File: config.mk
export PLATFORM = sky130hd
export DESIGN_NAME = mem_debug_reader_flat
export DESIGN_NICKNAME = d
export VERILOG_FILES = /design/src/rtl/mem_debug_reader_if.sv /design/src/rtl/mem_debug_reader.sv /design/src/flat_wrapper.sv
export SDC_FILE = /design/constraint.sdc
export NUM_CORES = 1
export LEC_CHECK = 0
export BUFFER_PORTS_ARGS = -buffer_cell sky130_fd_sc_hd__clkbuf_2
export CAP_MARGIN = 20
export CORE_UTILIZATION = 47
export CTS_BUF_LIST = sky130_fd_sc_hd__clkbuf_2 sky130_fd_sc_hd__clkbuf_4 sky130_fd_sc_hd__clkbuf_8
export DETAILED_ROUTE_END_ITERATION = 6
export PLACE_DENSITY = 0.7
export SLEW_MARGIN = 10
export SYNTH_ARGS = -nofsm -noshare
export SYNTH_HDL_FRONTEND = slang
export SYNTH_SLANG_ARGS = --single-unit
File: constraint.sdc
create_clock -name clk -period 3 [get_ports clk]
set_input_delay 0.45 -clock clk [delete_from_list [all_inputs] [get_ports clk]]
set_output_delay 0.45 -clock clk [all_outputs]
set_load 0.01 [all_outputs]
File: src/rtl/mem_debug_reader_if.sv
// Debug read port between mem_debug_reader and the dual-port memory.
// The reader drives the address; the memory answers combinationally in the same cycle.
interface mem_debug_reader_if #(
  parameter int AW = 8,
  parameter int DW = 32
);
  logic [AW-1:0] addr;
  logic [DW-1:0] mem_data;

  modport master (
    output addr,
    input  mem_data
  );

  modport slave (
    input  addr,
    output mem_data
  );
endinterface

File: src/rtl/mem_debug_reader.sv
// Read-only debug initiator: a button-driven cursor viewer plus a range checksum engine
// sharing one asynchronous debug read port of the data/instruction memory.
module mem_debug_reader #(
  parameter int AW = 8,
  parameter int DW = 32
) (
  input  logic          clk,
  input  logic          rst,
  input  logic          inc,
  input  logic          dec,
  input  logic          sum_start,
  input  logic [AW-1:0] sum_base,
  input  logic [AW:0]   sum_len,
  mem_debug_reader_if.master dbg,
  output logic [AW-1:0] view_addr,
  output logic [DW-1:0] view_data,
  output logic          busy,
  output logic          sum_done,
  output logic [DW-1:0] checksum
);

  typedef enum logic [1:0] {
    ST_IDLE = 2'd0,
    ST_SUM  = 2'd1,
    ST_DONE = 2'd2
  } state_t;

  localparam logic [AW-1:0] ADDR_ONE = {{(AW-1){1'b0}}, 1'b1};
  localparam logic [AW:0]   LEN_ZERO = {(AW+1){1'b0}};
  localparam logic [AW:0]   LEN_ONE  = {{AW{1'b0}}, 1'b1};

  state_t        state_r;
  logic [AW-1:0] cursor_r;
  logic [AW-1:0] ptr_r;
  logic [AW:0]   remaining_r;
  logic [DW-1:0] acc_r;
  logic [DW-1:0] view_data_r;
  logic [DW-1:0] checksum_r;
  logic          busy_r;
  logic          sum_done_r;
  logic          inc_q_r;
  logic          dec_q_r;

  logic          inc_p_s;
  logic          dec_p_s;
  logic [AW-1:0] cursor_next_s;

  // Rising-edge detection on the button levels and the resulting cursor step.
  always_comb begin
    inc_p_s       = inc & ~inc_q_r;
    dec_p_s       = dec & ~dec_q_r;
    cursor_next_s = cursor_r;
    if (inc_p_s && !dec_p_s) begin
      cursor_next_s = cursor_r + ADDR_ONE;
    end else if (dec_p_s && !inc_p_s) begin
      cursor_next_s = cursor_r - ADDR_ONE;
    end else begin
      cursor_next_s = cursor_r;
    end
  end

  // The checksum pointer owns the read port only while summing; otherwise the cursor does.
  assign dbg.addr = (state_r == ST_SUM) ? ptr_r : cursor_r;

  // Control FSM together with all its registered outputs.
  always_ff @(posedge clk) begin
    if (rst) begin
      state_r     <= ST_IDLE;
      cursor_r    <= {AW{1'b0}};
      ptr_r       <= {AW{1'b0}};
      remaining_r <= LEN_ZERO;
      acc_r       <= {DW{1'b0}};
      view_data_r <= {DW{1'b0}};
      checksum_r  <= {DW{1'b0}};
      busy_r      <= 1'b0;
      sum_done_r  <= 1'b0;
      inc_q_r     <= 1'b0;
      dec_q_r     <= 1'b0;
    end else begin
      inc_q_r <= inc;
      dec_q_r <= dec;
      case (state_r)
        ST_IDLE: begin
          cursor_r    <= cursor_next_s;
          view_data_r <= dbg.mem_data;
          sum_done_r  <= 1'b0;
          if (sum_start) begin
            acc_r <= {DW{1'b0}};
            if (sum_len == LEN_ZERO) begin
              state_r    <= ST_DONE;
              busy_r     <= 1'b0;
              sum_done_r <= 1'b1;
            end else begin
              ptr_r       <= sum_base;
              remaining_r <= sum_len;
              state_r     <= ST_SUM;
              busy_r      <= 1'b1;
            end
          end else begin
            state_r <= ST_IDLE;
            busy_r  <= 1'b0;
          end
        end
        ST_SUM: begin
          // Cursor and view are frozen here; button edges are consumed and dropped.
          acc_r       <= acc_r + dbg.mem_data;
          ptr_r       <= ptr_r + ADDR_ONE;
          remaining_r <= remaining_r - LEN_ONE;
          if (remaining_r == LEN_ONE) begin
            state_r    <= ST_DONE;
            busy_r     <= 1'b0;
            sum_done_r <= 1'b1;
          end else begin
            state_r    <= ST_SUM;
            busy_r     <= 1'b1;
            sum_done_r <= 1'b0;
          end
        end
        ST_DONE: begin
          checksum_r  <= acc_r;
          view_data_r <= dbg.mem_data;
          state_r     <= ST_IDLE;
          busy_r      <= 1'b0;
          sum_done_r  <= 1'b0;
        end
        default: begin
          state_r    <= ST_IDLE;
          busy_r     <= 1'b0;
          sum_done_r <= 1'b0;
        end
      endcase
    end
  end

  assign view_addr = cursor_r;
  assign view_data = view_data_r;
  assign busy      = busy_r;
  assign sum_done  = sum_done_r;
  assign checksum  = checksum_r;

endmodule

File: src/flat_wrapper.sv
// flat-port wrapper written by rule: the top's interface ports become plain ports
module mem_debug_reader_flat 
#(
  parameter int AW = 8,
  parameter int DW = 32
)
  (clk, rst, inc, dec, sum_start, sum_base, sum_len, view_addr, view_data, busy, sum_done, checksum, dbg_addr, dbg_mem_data);
  mem_debug_reader_if #(.AW(AW), .DW(DW)) dbg_i ();
  input  logic clk;
  input  logic rst;
  input  logic inc;
  input  logic dec;
  input  logic sum_start;
  input  logic [AW-1:0] sum_base;
  input  logic [AW:0] sum_len;
  output logic [AW-1:0] view_addr;
  output logic [DW-1:0] view_data;
  output logic busy;
  output logic sum_done;
  output logic [DW-1:0] checksum;
  output wire logic [$bits(dbg_i.addr)-1:0] dbg_addr;
  input wire logic [$bits(dbg_i.mem_data)-1:0] dbg_mem_data;
  assign dbg_addr = dbg_i.addr;
  assign dbg_i.mem_data = dbg_mem_data;
  mem_debug_reader #(.AW(AW), .DW(DW)) u_core (.clk(clk), .rst(rst), .inc(inc), .dec(dec), .sum_start(sum_start), .sum_base(sum_base), .sum_len(sum_len), .dbg(dbg_i), .view_addr(view_addr), .view_data(view_data), .busy(busy), .sum_done(sum_done), .checksum(checksum));
endmodule
==> results.md, run 1 <==
* Status: completed
* Peak supply drop at 0.411 mV
* Setup bufs post-CTS at 0
* Die area at 14,700 µm²
* Slew headroom at 36.2%
* Clock skew at 0.00841 ns
* RSZ-0062 raised after global routing: false
* Port Buffer Count at 135
* Largest net degree at the start of global routing at 86
* Final worst path period need at 2.79 ns
* Cts-stage hold buffer count at 0
* Share of cells above drive strength 1 at 22.2%
* Tot Pwr at 0.00446 W
* Vias in the first global route at 5,674
* Vias per cell at 5.40
* Post-synth ARST share at 0%
* Total global-route track usage at 23.5%
* Worst Setup End Kind: flop
* CP max stage delay at 0.39 ns
* Bufs on Longest Clock Path at 2
* Hold Crit Class: in2reg
* ANT cells at 0
* DP HPWL at 12.0 mm
* Wire length per cell at 14.7 µm
* Detail Route Antenna Nets at 0
* Routed wire length at 16.5 mm
* Clk sink count at 125
* Sequential share of the synthesized area at 37.5%
* H-tree Lvls at 4
* Die height at 121 µm
* Row count at 43
* Commonest non-fill, non-tap cell in the layout: nand2_1
* CP max-delay cell: fa_1
* Worst setup margin at 0.210 ns
* DR pass1 iterations at 5
* Worst-Margin Slew at 0.955 ns
* First-pass GRT wire length at 27.4 mm
* Root Buffer Master: clkbuf_8
* Final hold viol count at 0
* Ys flop type: dfxtp_1
* Net count, final at 1,030
* Unique masters post-synth at 67
* Drt first-iter violations at 334
* Top Ports at 136
* Post-DP Area at 7560 µm²
* Final instance area at 7960 µm²
* Placer Congestion at 0.882
* Clk pin slew, worst setup/hold paths at 0.07 ns
* Total gr overflow at 0
* Fin. max-slew vios at 0
* TritonCTS buffer count at 17
* Area delta synth->final at 19.2%
* Reg area at 2500 µm²
* Required time of the worst setup path at 3.33 ns
* Initial Utilization at 48.1%
* Post-synth EDFFs at 0
* Crit path cell chain: ha_1 > inv_1 > fa_1 > nor2b_1 > o21a_1 > o21ai_2 > a211o_2 > a211oi_2 > o2111ai_1 > a21boi_1 > xor2_1 > a22o_1
* # setup viols final at 0
* Clk_lat worst skew at 0.44 ns
* Multi-input gate area at 3930 µm²
* Syn nets at 903
* Max cap viols at 0
* Pre-CTS setup slack at 0.0398 ns
* Synthesized area at 6670 µm²
* Commonest non-fill, non-tap cells in the layout: nand2_1 (140), clkbuf_2 (134), dfxtp_1 (124), a21oi_1 (80), nor2_1 (76)
* Avg Inst Size Synth at 8.28 µm²
* Post-synthesis cell count at 806
* CP Max Fanout at 3
* WS Path Type: reg2reg
* CP startpoint kind: flop
* Syn. warnings at 0
* CTS tree: done
* Die W at 121 µm
* Post-CTS sizing at 0
* Highest clock rate at 358 MHz
* Leak Pwr at 3.60 nW
* TNS Setup at 0 ns
* Core area at 13,900 µm²
* Period Utilization, post-route at 93.0%
* Fillers at 1,306
* Number of antenna violations at the first check in global routing at 0
* Seq cells post-synth at 125
* Power Density at 560 nW/µm²
* Drc violations at 0
* Vias post-DR at 6,077
* CP Data Arrival Time at 3.12 ns
layout make-up:
class	instances	share of cell area, %
Sequential cell	125	31.5
Clock buffer	21	3.55
Tap cell	180	2.83
Multi-Input combinational cell	615	49.3
Timing Repair Buffer	155	10.5
Inverter	19	0.896
Clock inverter	11	1.46
cell families after synthesis:
group | after synthesis | synth area share (%)
AO/OA/AOI/OAI | 225 | 22.8
XOR/XNOR | 33 | 4.33
adder cells (fa/ha/maj) | 43 | 8.29
buffers and inverters | 66 | 3.81
flip-flops | 125 | 37.5
multiplexers | 34 | 5.12
AND/OR/NAND/NOR | 280 | 18.2
registers in the layout (all words and copies together) (netlist names):
name / flops
u_core.state_r: 2
u_core.view_data: 32
u_core.acc_r: 32
u_core.checksum: 32
u_core.inc_q_r: 1
u_core.remaining_r: 9
u_core.ptr_r: 8
u_core.view_addr: 8
u_core.dec_q_r: 1
synth_stat cells (3+ instances only):
cell type,number,share of area (%)
nor4_1,4,0.37
inv_1,19,1.1
nand2_1,140,7.9
nor3_1,7,0.52
or3_1,8,0.75
a31oi_1,5,0.47
a21oi_1,81,6.1
dfxtp_1,125,37
o21ai_0,26,1.9
a211oi_1,7,0.79
buf_2,5,0.37
nor2_1,77,4.3
nand4_1,4,0.37
nor2b_1,8,0.75
a22oi_1,22,2.5
o31ai_1,3,0.34
a21o_1,13,1.5
nand2b_1,5,0.47
ha_1,41,7.7
clkbuf_1,35,2.0
a311oi_1,4,0.52
buf_1,7,0.39
o21bai_1,10,1.1
a211oi_2,3,0.56
o21a_1,4,0.45
a22o_1,17,2.2
and3_1,6,0.56
mux2i_1,33,4.9
xnor2_1,20,2.6
nand3_1,9,0.67
xor2_1,13,1.7
critical path, delay by kind of cell, from the launching register on:
| family | cells | cell delay [ns] |
|---|---|---|
| buffers and inverters | 1 | 0.07 |
| adders and majority gates | 2 | 0.61 |
| AOI/OAI and AO/OA | 7 | 1.39 |
| DFF | 1 | 0.37 |
| and+or+nand+nor | 1 | 0.15 |
| xor gates and xnor gates | 1 | 0.09 |
where the power goes:
group	leakage, nW	total (W)	switching [W]	internal (W)
clock	0.201	0.00147	0.000669	0.000806
combinational	2.37	0.00110	0.000616	0.000482
sequential	1.02	0.00188	0.000105	0.00178
routing by layer:
metal	track usage, %	routed length [µm]
met5	0	0
met4	6.94	184
met3	5.40	674
met2	37.9	7600
met1	31.0	8060
final timing paths:
| check | startpoint | to | slack [ns] | cells past startpoint |
|---|---|---|---|---|
| worst min-delay path | inc | u_core.inc_q_r | 0.24 | 2 |
| worst max register to register | u_core.acc_r[0] | u_core.acc_r[26] | 0.21 | 12 |
| worst min register to register | u_core.checksum[16] | u_core.checksum[16] | 0.45 | 2 |
| worst max-delay path | u_core.acc_r[0] | u_core.acc_r[26] | 0.21 | 12 |
through the flow:
stage | cells | utilization [%] | hold slack [ns]
after global routing | 1126 | 57.3 | 0.238
final | 1126 | 57.3 | 0.238
after floorplan | 806 | - | 0.432
after detailed placement | 1094 | 54.5 | 0.446
after global placement | 1093 | 54.4 | 0.442
after CTS | 1126 | 57.3 | 0.213
No activity file was read; power rests on OpenSTA's default activity.
==> run 2: changes to the inputs <==
CORE_ASPECT_RATIO = 1.4   (was unset)
CTS_BUF_LIST = sky130_fd_sc_hd__clkbuf_16   (was sky130_fd_sc_hd__clkbuf_2 sky130_fd_sc_hd__clkbuf_4 sky130_fd_sc_hd__clkbuf_8)
SETUP_SLACK_MARGIN = 0.3   (was unset)
==> results.md, run 2 (same netlist as run 1, synthesis figures left out) <==
* Required time of the worst setup path at 3.31 ns
* Row count at 51
* RSZ-0062 raised after global routing: true
* Tot Pwr at 0.00497 W
* P_int at 0.00347 W
* Clk pwr share at 39.4%
* ANT cells at 0
* Pre-CTS setup slack at 0.0917 ns
* # setup viols final at 0
* Total gr overflow at 0
* Peak supply drop at 0.294 mV
* Worst-Margin Slew at 0.703 ns
* TritonCTS buffer count at 17
* Detail Route Antenna Nets at 0
* Drt first-iter violations at 229
* Total global-route track usage at 23.5%
* DR pass1 iterations at 5
* Die W at 103 µm
* Placer Congestion at 0.884
* Fillers at 1,352
* Drc violations at 0
* Vias per cell at 5.47
* Core area at 13,900 µm²
* Top Ports at 136
* Final worst path period need at 2.68 ns
* Reg2reg path depth at 12
* CP startpoint kind: flop
* CP Data Arrival Time at 2.98 ns
* DP HPWL at 12.1 mm
* Status: completed
* Die area at 14,700 µm²
* TNS Setup at 0 ns
* Worst setup margin at 0.322 ns
* Max cap viols at 0
* Power Density at 607 nW/µm²
* Leak Pwr at 3.67 nW
* Net count, final at 1,030
* Slew headroom at 53.2%
* Switching power at 0.00150 W
* CP Max Fanout at 4
* Commonest non-fill, non-tap cell in the layout: nand2_1
* Worst hold path depth at 2
* RR Startpoint: u_core.acc_r[0]
* Highest clock rate at 373 MHz
* Worst Hold Launch: dec
* Hold Crit Class: in2reg
* Final instance area at 8180 µm²
* Worst Setup End Kind: flop
* Root Buffer Master: clkbuf_16
* Clk pin slew, worst setup/hold paths at 0.06 ns
* CTS tree: done
* First-pass GRT wire length at 26.9 mm
* Worst setup path start: u_core.acc_r[0]
* Commonest non-fill, non-tap cells in the layout: nand2_1 (140), clkbuf_2 (134), dfxtp_1 (123), a21oi_1 (77), nor2_1 (75)
* WS Path Type: reg2reg
* Cts-stage hold buffer count at 0
* Vias post-DR at 6,176
* Final hold viol count at 0
* Share of cells above drive strength 1 at 23.2%
* Routed wire length at 17.1 mm
* Clk sink count at 125
* Sw frac at 30.2%
* Area delta synth->final at 22.6%
* Period Utilization, post-route at 89.3%
* H-tree Lvls at 4
* Wire length per cell at 15.2 µm
* Clk_lat worst skew at 0.42 ns
* Bufs on Longest Clock Path at 2
* Clock skew at 0.00902 ns
* Logic gate share of total power at 22.4%
* Sequential Power Share at 38.2%
* Die height at 143 µm
* Number of antenna violations at the first check in global routing at 0
* Largest net degree at the start of global routing at 66
* Vias in the first global route at 5,655
* Fin. max-slew vios at 0
* Initial Utilization at 48.0%
* Port Buffer Count at 135
* Post-DP Area at 7550 µm²
run 2: cell count changes in the layout (fill, tap and decap cells not counted), sizes merged:
cell,previous run,this run
clkinvlp,3,4
clkbuf,155,151
clkinv,6,8
run 2: power groups by stage:
stage          logic [W]  registers [W]  clock network [W]
3_5_place_dp     0.00109        0.00193                  0
6_report         0.00111        0.00190            0.00196
3_3_place_gp     0.00107        0.00193                  0
5_1_grt          0.00125        0.00192            0.00206
4_1_cts          0.00109        0.00190            0.00199
2_1_floorplan   0.000773        0.00192                  0
run 2: final timing paths:
check,endpoint,slack [ns]
setup / recovery,u_core.acc_r[26],0.32
hold / removal,u_core.dec_q_r,0.26
setup reg to reg,u_core.acc_r[26],0.32
hold reg to reg,u_core.checksum[31],0.45
run 2: per-stage QoR:
stage          hold slack (ns)  util, %  cells
3_5_place_dp             0.447     54.3   1098
6_report                 0.256     58.8   1130
2_1_floorplan            0.432        -    806
5_1_grt                  0.276     58.8   1130
4_1_cts                  0.251     58.3   1129
3_3_place_gp             0.441     54.3   1098
run 2: cell type report:
class	count	area, µm²	area share (%)
flip-flops and latches	125	2510	30.6
clock buffers	17	425	5.20
inverters	19	71.3	0.872
multi-input cells	615	3990	48.8
clock inverters	14	129	1.57
well taps	185	231	2.83
repair buffers	155	828	10.1
run 2: critical path: stages, from the launching register on:
cell	delay [ns]
dfxtp_2	0.35
ha_4	0.14
inv_2	0.04
fa_2	0.36
nor2b_1	0.11
o21a_1	0.16
o21ai_2	0.10
a211o_4	0.38
a211oi_4	0.28
o2111ai_2	0.16
a21boi_1	0.22
xor2_1	0.10
a22o_1	0.18
run 2: layer usage:
| layer | share of wire, % | up-vias | track usage [%] |
|---|---|---|---|
| li1 | - | 3114 | - |
| met1 | 43 | 2889 | 26.9 |
| met2 | 52 | 148 | 42.8 |
| met3 | 3.7 | 25 | 3.92 |
| met4 | 1.5 | 0 | 8.87 |
| met5 | 0 | - | 0 |
run 2: what timing repair did:
| item | CTS | global route |
|---|---|---|
| buffers inserted | 0 | 1 |
| setup endpoints to repair | 0 | 14 |
| endpoints found under the hold margin | 0 | 0 |
| gates resized for setup | 0 | 15 |
